## config.mk

```make
export PLATFORM = sky130hd
export DESIGN_NAME = video_fetch
export DESIGN_NICKNAME = d
export VERILOG_FILES = /design/src/rtl/video_fetch.sv
export SDC_FILE = /design/constraint.sdc
export NUM_CORES = 1
export LEC_CHECK = 0
export BUFFER_PORTS_ARGS = -buffer_cell sky130_fd_sc_hd__buf_4
export CORE_MARGIN = 2
export CORE_UTILIZATION = 27
export DETAILED_ROUTE_END_ITERATION = 8
export PLACE_DENSITY = 0.46
export SLEW_MARGIN = 20
export SYNTH_ARGS = -nofsm -noshare
export SYNTH_HDL_FRONTEND = slang
export SYNTH_SLANG_ARGS = --single-unit
```

## constraint.sdc

```tcl
create_clock -name clk -period 5.05 [get_ports clk]
set_clock_uncertainty 0.05 [all_clocks]
set_input_delay 0.2525 -clock clk [delete_from_list [all_inputs] [get_ports clk]]
set_output_delay 0.2525 -clock clk [all_outputs]
set_load 0.02 [all_outputs]
```

## src/rtl/video_fetch.sv

```systemverilog
// video_fetch: 1-bpp raster fetch and shift engine.
// Reads one video-memory byte per 8 pixel clocks. Each byte goes first into
// a hold register and then into a shift register. The top bit of the shift
// register is presented as the luminance pixel inside the active window.
//
// Ports:
//   clk                 pixel clock, one pixel per rising edge
//   rst                 asynchronous active-low reset
//   cntHS, cntVS        horizontal / vertical counters from the sync generator
//   HS_start, HS_end    active columns [HS_start, HS_end)
//   VS_start, VS_end    active lines   [VS_start, VS_end)
//   frame_addr          frame base address, sampled once per frame
//   VAD                 video memory address (registered)
//   VDI                 video memory data, valid one clock after VAD changes
//   pixel               luminance bit
//   active              combinational active-window flag
module video_fetch #(
  parameter int BYTES_PER_LINE = 40,   // must be <= 64 (the fetch span fits in 9 bits)
  parameter bit INVERT         = 1'b0
) (
  input  logic        clk,
  input  logic        rst,
  input  logic [8:0]  cntHS,
  input  logic [8:0]  cntVS,
  input  logic [8:0]  HS_start,
  input  logic [8:0]  HS_end,
  input  logic [8:0]  VS_start,
  input  logic [8:0]  VS_end,
  input  logic [15:0] frame_addr,
  output logic [15:0] VAD,
  input  logic [7:0]  VDI,
  output logic        pixel,
  output logic        active
);

  localparam logic [6:0]  NBYTES = 7'(BYTES_PER_LINE);
  localparam logic [15:0] STRIDE = 16'(BYTES_PER_LINE);

  logic [15:0] line_addr_q, line_addr_d;
  logic [15:0] fetch_addr_q, fetch_addr_d;
  logic [7:0]  hold_q, hold_d;
  logic [7:0]  shift_q, shift_d;
  logic [7:0]  vmask_q, vmask_d;   // marks which shift bits still hold fetched data
  logic        frame_valid_q, frame_valid_d;

  logic       vline, hact;
  logic [8:0] fofs, sofs;
  logic       frame_go, line_adv, fetch_ld, cap, shl;

  assign vline  = (cntVS >= VS_start) && (cntVS < VS_end);
  assign hact   = (cntHS >= HS_start) && (cntHS < HS_end);
  assign active = vline && hact;

  // fofs counts from the fetch-window origin F = HS_start - 8.
  // sofs counts from one column before HS_start, which is where shift loads.
  // Both use 9-bit modulo arithmetic. Columns before the origin wrap to
  // large values and drop out of the range tests below. This keeps the
  // schedule stateless, so a backward jump of cntHS cannot leave it
  // half-way through a line.
  assign fofs = cntHS - (HS_start - 9'd8);
  assign sofs = cntHS - HS_start + 9'd1;

  assign frame_go = (cntVS == VS_start) && (cntHS == 9'd0);
  assign line_adv = vline && (cntHS == HS_end);
  assign fetch_ld = vline && (fofs == 9'h1FF);
  assign cap      = vline && (fofs[2:0] == 3'd1) && ({1'b0, fofs[8:3]} < NBYTES);
  assign shl      = vline && (sofs[2:0] == 3'd0) && ({1'b0, sofs[8:3]} < NBYTES);

  always_comb begin
    line_addr_d   = line_addr_q;
    frame_valid_d = frame_valid_q;
    if (frame_go) begin
      line_addr_d   = frame_addr;
      frame_valid_d = 1'b1;
    end else if (line_adv) begin
      line_addr_d   = line_addr_q + STRIDE;
    end
  end

  always_comb begin
    fetch_addr_d = fetch_addr_q;
    hold_d       = hold_q;
    if (fetch_ld) begin
      fetch_addr_d = line_addr_q;
    end else if (cap) begin
      fetch_addr_d = fetch_addr_q + 16'd1;
      hold_d       = VDI;
    end
  end

  always_comb begin
    shift_d = {shift_q[6:0], 1'b0};
    vmask_d = {vmask_q[6:0], 1'b0};
    if (shl) begin
      shift_d = hold_q;
      vmask_d = 8'hFF;
    end
  end

  always_ff @(posedge clk or negedge rst) begin
    if (!rst) begin
      line_addr_q   <= 16'h0000;
      fetch_addr_q  <= 16'h0000;
      hold_q        <= 8'h00;
      shift_q       <= 8'h00;
      vmask_q       <= 8'h00;
      frame_valid_q <= 1'b0;
    end else begin
      line_addr_q   <= line_addr_d;
      fetch_addr_q  <= fetch_addr_d;
      hold_q        <= hold_d;
      shift_q       <= shift_d;
      vmask_q       <= vmask_d;
      frame_valid_q <= frame_valid_d;
    end
  end

  assign VAD = fetch_addr_q;

  // Once the last byte has shifted out, vmask is empty and the pixel is
  // forced to 0 even when INVERT is set.
  assign pixel = active && frame_valid_q && vmask_q[7] && (shift_q[7] ^ INVERT);

endmodule
```

==> metrics.cfg, run 1 <==
[setup_path]
critPathSlowestCell=a2111oi_4
critPathKind=in -> reg
critPathCapture=VAD[5]
required_ps=5270
crit_chain=buf_4, inv_1, ha_1, inv_1, fa_1, or4_1, and3_1, or4b_4, a2111oi_4, a22oi_1, nand2_1
max_stage_delay_ps=860
worst-r2r-setup-slack_ps=2560
arrival_ps=3720
crit_path_start_kind=input port
path_common_cell=inv_1
end_kind=register
worst-r2r-cell-count=8
timing.rr.end=VAD[15]
crit_start=HS_start[5]
cp_max_fo=16
r2r-start=VAD[0]

[cells_and_area]
layout-drive-gt1-share=0.2354
finalNonFillerCells=815
area_delta_synth_final_pct=29.80
antenna_cells=0
utilization=0.3584
nets=731

[drt]
vias=3867
avgViaCountPerCell=4.745
antenna_left=0
wl_met3_um=550
finalWirelength_um=11630
wl_met2_um=5225
first_pass_iters=4
route.detailed.wl_per_inst_um=14.26
wl_met1_um=5705
highest_layer=met4
drt_iter0_drc=175
drc=0

[global_route]
grt.total_usage=0.1414
antenna_found_initial=0
grt_pass1_wl_um=19890
grt_pass1_vias=4004
grt_overflow=0
grt_max_degree=58

[clock_tree]
cts_buffers=9
clock_latency_ps=330
cts_root_buf=clkbuf_16
clock-sinks=57
cts_max_level=3
path_clk_slew_ps=50
cts_tree=built
post_cts_buffers=0
cts_buffer_depth=2

[sta]
rsz0062_at_grt=false
worst_pin_slew_ps=977.5
fin_crit_sh=0.6936
final_max_slew_viol_count=0
finalCriticalPeriod_ps=3503
fin_setup_tns_ps=0
setup_viol=0
maxSlewHeadroom=0.3483
fmax_mhz=285.5
hold_viol=0

[synthesis]
synth-edff-count=0
synthDistinctLibCells=53
yosysTopAreaCellShare=0.3264
seq_area_frac_synth=0.3264
synthCells=498
synthArstFlopShare=1.000
syn_avg_cell_area_um2=8.776
synth_seq_cells=57
netlist_area_mm2=0.004370
syn_nets=635
synth_top_flop_cell=dfrtp_1
yosysTopAreaCell=dfrtp_1
synth_area_leaders=dfrtp_1 33%, ha_1 15%, inv_1 5.7%
yosys_warnings=0

[job]
maxCapViolCount=0

[floorplanning]
die-width_um=131.2
placementRows=46
core_mm2=0.01583
start_util=0.2761
dieArea_mm2=0.01722
die_y_um=131.2
pin_count=98

[power_and_ir_drop]
peakVddDrop_uv=201.8
power_density_mw_per_mm2=280.1
p_leak_nw=2.900

[placement]
placedCellCount=798
place_congestion=0.8313
io_buffers=97
dpl.hpwl_um=9056

[status]
outcome=complete, no violations

[min_path]
hold_class=in -> reg

metrics by stage:
step	worst slack (ps)	hold WS, ps	total power [mW]	instance area, um2
final	1547	86.02	1.589	5673
after global routing	1297	90.04	1.692	5673
after CTS	1538	76.30	1.611	5673
after detailed placement	1215	327.8	0.9355	5336
after global placement	1235	322.5	0.9277	5336
after floorplan	1731	-93.09	0.7814	4370
synth_stat cells (all sizes together), types with 2 or more instances:
library cell  instances
o21ai                26
inv                  66
a21o                  6
or4                   2
nor2b                 6
nor4                  6
nand3b                2
a221o                 2
xor2                  7
a32oi                 6
nand2b               12
or2                   2
clkbuf               13
and2                  4
o21bai                2
o31a                  2
nor3b                 3
a31oi                 2
nand2                39
nor3                 24
o311ai                2
o21a                  4
a211oi                2
a22oi                 3
and3b                 2
mux2                 17
buf                   4
nand4                 5
nand3                16
nor2                 26
mux2i                 2
ha                   51
dfrtp                57
fa                    6
xnor2                 7
a21oi                34
a221oi                2
a2111oi               2
and3                 13
o31ai                 2
worst max-delay path, delay by kind of cell:
family,cells,cell delay [ps]
AOI/OAI and AO/OA,2,1060
adders and majority gates,2,750
buffers and inverters,3,220
and+or+nand+nor,4,1430
area by class of cell:
| cell class | count | area, um2 |
|---|---|---|
| Clock buffer | 9 | 225.2 |
| Clock inverter | 7 | 101.3 |
| Fill cell | 1616 | 10150 |
| Inverter | 66 | 247.7 |
| Multi-Input combinational cell | 358 | 2634 |
| Sequential cell | 57 | 1426 |
| Tap cell | 216 | 270.3 |
| Timing Repair Buffer | 102 | 768.2 |
worst min-delay path by stage:
stage	to	cells past startpoint	start	slack (ps)
2_1_floorplan	VAD[0]	0	rst	-90
3_3_place_gp	line_addr_q[10]	1	rst	320
3_5_place_dp	line_addr_q[12]	1	rst	330
4_1_cts	hold_q[0]	3	VDI[0]	80
5_1_grt	hold_q[3]	2	VDI[3]	90
6_report	hold_q[0]	3	VDI[0]	90
placed cells by master (no fill, tap or decap), types with 3 or more instances in the layout:
master	count
buf_4	101
inv_1	66
dfrtp_1	57
ha_1	51
nand2_1	39
a21oi_1	33
nor2_1	26
nor3_1	24
o21ai_0	21
mux2_2	17
nand3_1	16
and3_1	13
nand2b_1	12
clkbuf_16	9
xor2_1	7
xnor2_1	7
a21o_1	6
nor2b_1	6
nor4_1	6
a32oi_1	6
fa_1	6
nand4_1	5
o21ai_1	5
and2_1	4
o21a_1	4
nor3b_1	3
a22oi_1	3
inv_6	3
cells by family after synthesis:
logic type | Yosys count | share of synthesized area
adders and majority gates | 57 | 0.1735
muxes | 19 | 0.04838
buffers and inverters | 83 | 0.07214
AOI/OAI and AO/OA | 103 | 0.1586
xor gates and xnor gates | 14 | 0.02806
DFF | 57 | 0.3264
and+or+nand+nor | 165 | 0.1930
where the power goes:
group | total, mW | switching, mW | leakage (nW) | internal [mW]
Combinational | 0.379 | 0.199 | 1.97 | 0.180
Sequential | 0.548 | 0.0350 | 0.779 | 0.513
Clock | 0.663 | 0.227 | 0.153 | 0.436
per-layer routing:
layer,global-route usage,vias up
met2,0.2216,100
met1,0.1915,1821
met4,0.05012,0
met3,0.03202,11
met5,0,-
li1,-,1935
registers in the layout, summed over array words and instances, names as in the netlist:
register       flops
VAD               16
line_addr_q       16
hold_q             8
shift_q            8
vmask_q            8
frame_valid_q      1
what timing repair did:
| item | CTS | global route |
|---|---|---|
| gates resized for setup | 0 | 0 |
| hold endpoints to repair | 57 | 0 |
| hold buffers | 1 | 0 |
No activity file was read; power rests on OpenSTA's default activity.
==> inputs of run 2 (changes only) <==
PLACE_DENSITY = 0.47   (was 0.46)
clock period = 2.88 ns   (was 5.05 ns; I/O delays follow)
==> metrics.cfg, run 2 (same netlist as run 1, synthesis figures left out) <==
[setup_path]
r2r-start=VAD[0]
cp_max_fo=8  ; -8
end_kind=register
arrival_ps=3030  ; -690 ps
crit_chain=buf_6, inv_2, ha_4, inv_2, fa_2, or4_4, and3_4, or4b_4, buf_6, a2111oi_4, buf_4, buf_12, a32o_1, nand2b_4
critPathKind=in -> reg
required_ps=3100  ; -2170 ps
worst-r2r-cell-count=8  ; unchanged
max_stage_delay_ps=530  ; -330 ps
critPathSlowestCell=or4_4
critPathBufInv=6  ; +3
cp_top_family=simple AND/OR/NAND/NOR gates
worst-r2r-setup-slack_ps=430  ; -2130 ps
timing.rr.end=VAD[15]
crit_path_start_kind=input port

[min_path]
hold_start=VDI[7]
min_to=hold_q[7]
holdPathStages=2  ; -1
hold_class=in -> reg

[power_and_ir_drop]
power_mw=2.909  ; +83%
p_sw_frac=0.2710  ; -0.01873
combPwrFrac=0.281  ; +0.043
seqPwrFrac=0.330  ; -0.015
clkPwrFrac=0.390  ; -0.027
power.switching_uw=788.5  ; +71%
power_density_mw_per_mm2=455.2  ; +63%
p_int_mw=2.121  ; +88%
p_leak_nw=3.269  ; +13%
peakVddDrop_uv=422.6  ; +110%

[clock_tree]
cts_max_level=3  ; unchanged
cts_buffers=9  ; unchanged
path_clk_slew_ps=50  ; about the same
cts_root_buf=clkbuf_16
cts_buffer_depth=2  ; unchanged
clock-sinks=57  ; unchanged
clock_latency_ps=320  ; about the same
cts_tree=built

[placement]
post_dp_cell_area_mm2=0.005853  ; +9.7%
io_buffers=97  ; unchanged
dpl.hpwl_um=9787  ; +8.1%
preCtsSetupSlack_ps=-282.8  ; -1498 ps
place_congestion=0.8142  ; -2.1%

[sta]
worst_pin_slew_ps=743.3  ; -234.2 ps
finalCriticalPeriod_ps=2819
maxSlewHeadroom=0.5045  ; +0.1562
rsz0062_at_grt=true
fin_setup_tns_ps=0  ; unchanged
final_max_slew_viol_count=0  ; unchanged
fmax_mhz=354.8
hold_viol=0  ; unchanged
fin_crit_sh=0.9787
setup_viol=0  ; unchanged
fin_ws_ps=61.25  ; -1486 ps

[cells_and_area]
area_delta_synth_final_pct=46.24
layout-drive-gt1-share=0.3313  ; +0.09594
antenna_cells=0  ; unchanged
final_common_cell=buf_4
final_area_mm2=0.006391  ; +13%
layout_common_cells=156 x buf_4, 63 x inv_1, 57 x dfrtp_1
utilization=0.4038  ; +0.04538
nets=801  ; +9.6%

[global_route]
grt_max_degree=58  ; unchanged
grt.total_usage=0.1456  ; +0.004166
grt_pass1_wl_um=20640  ; +3.7%
grt_overflow=0  ; unchanged
grt_pass1_vias=4261  ; +6.4%
antenna_found_initial=0  ; unchanged

[floorplanning]
die_y_um=131.2  ; unchanged
dieArea_mm2=0.01722  ; unchanged
placementRows=46  ; unchanged
pin_count=98  ; unchanged
core_mm2=0.01583  ; unchanged
die-width_um=131.2  ; unchanged
start_util=0.2761  ; unchanged

[drt]
vias=4125  ; +6.7%
avgViaCountPerCell=4.672  ; -1.5%
antenna_left=0  ; unchanged
first_pass_iters=4  ; unchanged
route.detailed.wl_per_inst_um=13.94  ; -2.3%
finalWirelength_um=12310  ; +5.9%
drc=0  ; unchanged
drt_iter0_drc=244  ; +39%

[job]
maxCapViolCount=0  ; unchanged

[status]
outcome=complete, no violations

[run 2: cell count changes in the layout (fill, tap and decap cells not counted), sizes merged]
cell,delta
buf,+61
clkbuf,+3
clkinv,+1
clkinvlp,-2
dlygate4sd3,+8
inv,-3
[run 2: final cells by class]
class | instances | area [um2]
Multi-Input combinational cell | 358 | 2749
Tap cell | 216 | 270.3
Fill cell | 1581 | 9437
Clock inverter | 3 | 65.06
Sequential cell | 57 | 1426
Timing Repair Buffer | 172 | 1380
Clock buffer | 11 | 252.7
Inverter | 66 | 247.7
[run 2: repair_timing]
item                       CTS  global route
hold buffers                 9             0
setup endpoints to repair    0            23
hold endpoints to repair    65             0
gates resized for setup      0            24
setup buffers                0             2
[run 2: worst max path at each step]
stage | startpoint | endpoint | slack [ps] | depth (start not counted)
final | HS_start[5] | VAD[9] | 60 | 14
after global routing | cntHS[1] | VAD[9] | -30 | 15
after CTS | HS_start[1] | VAD[13] | 50 | 14
after detailed placement | HS_start[1] | VAD[13] | -280 | 14
after global placement | HS_start[5] | VAD[9] | -260 | 13
after floorplan | HS_start[5] | VAD[15] | -80 | 11
[run 2: layer usage]
| layer | up-vias | routed length, um | global-route usage |
|---|---|---|---|
| met2 | 110 | 5921 | 0.2430 |
| met1 | 1941 | 5679 | 0.1934 |
| met3 | 10 | 623 | 0.02469 |
| met4 | 0 | 85 | 0.04348 |
| li1 | 2064 | - | - |
| met5 | - | 0 | 0 |
[run 2: per-stage QoR]
step                hold slack (ps)  std cells
floorplan                    -201.6        498
global placement              198.4        857
detailed placement            215.0        857
CTS                           3.625        880
global route                  18.21        883
finish                        11.03        883
[run 2: power by group through the flow]
stage,combinational [mW],clock (mW),sequential (mW)
after CTS,0.801,1.16,0.960
after detailed placement,0.786,0,0.972
after global placement,0.770,0,0.970
final,0.817,1.13,0.960
after global routing,0.915,1.19,0.971
after floorplan,0.417,0,0.969
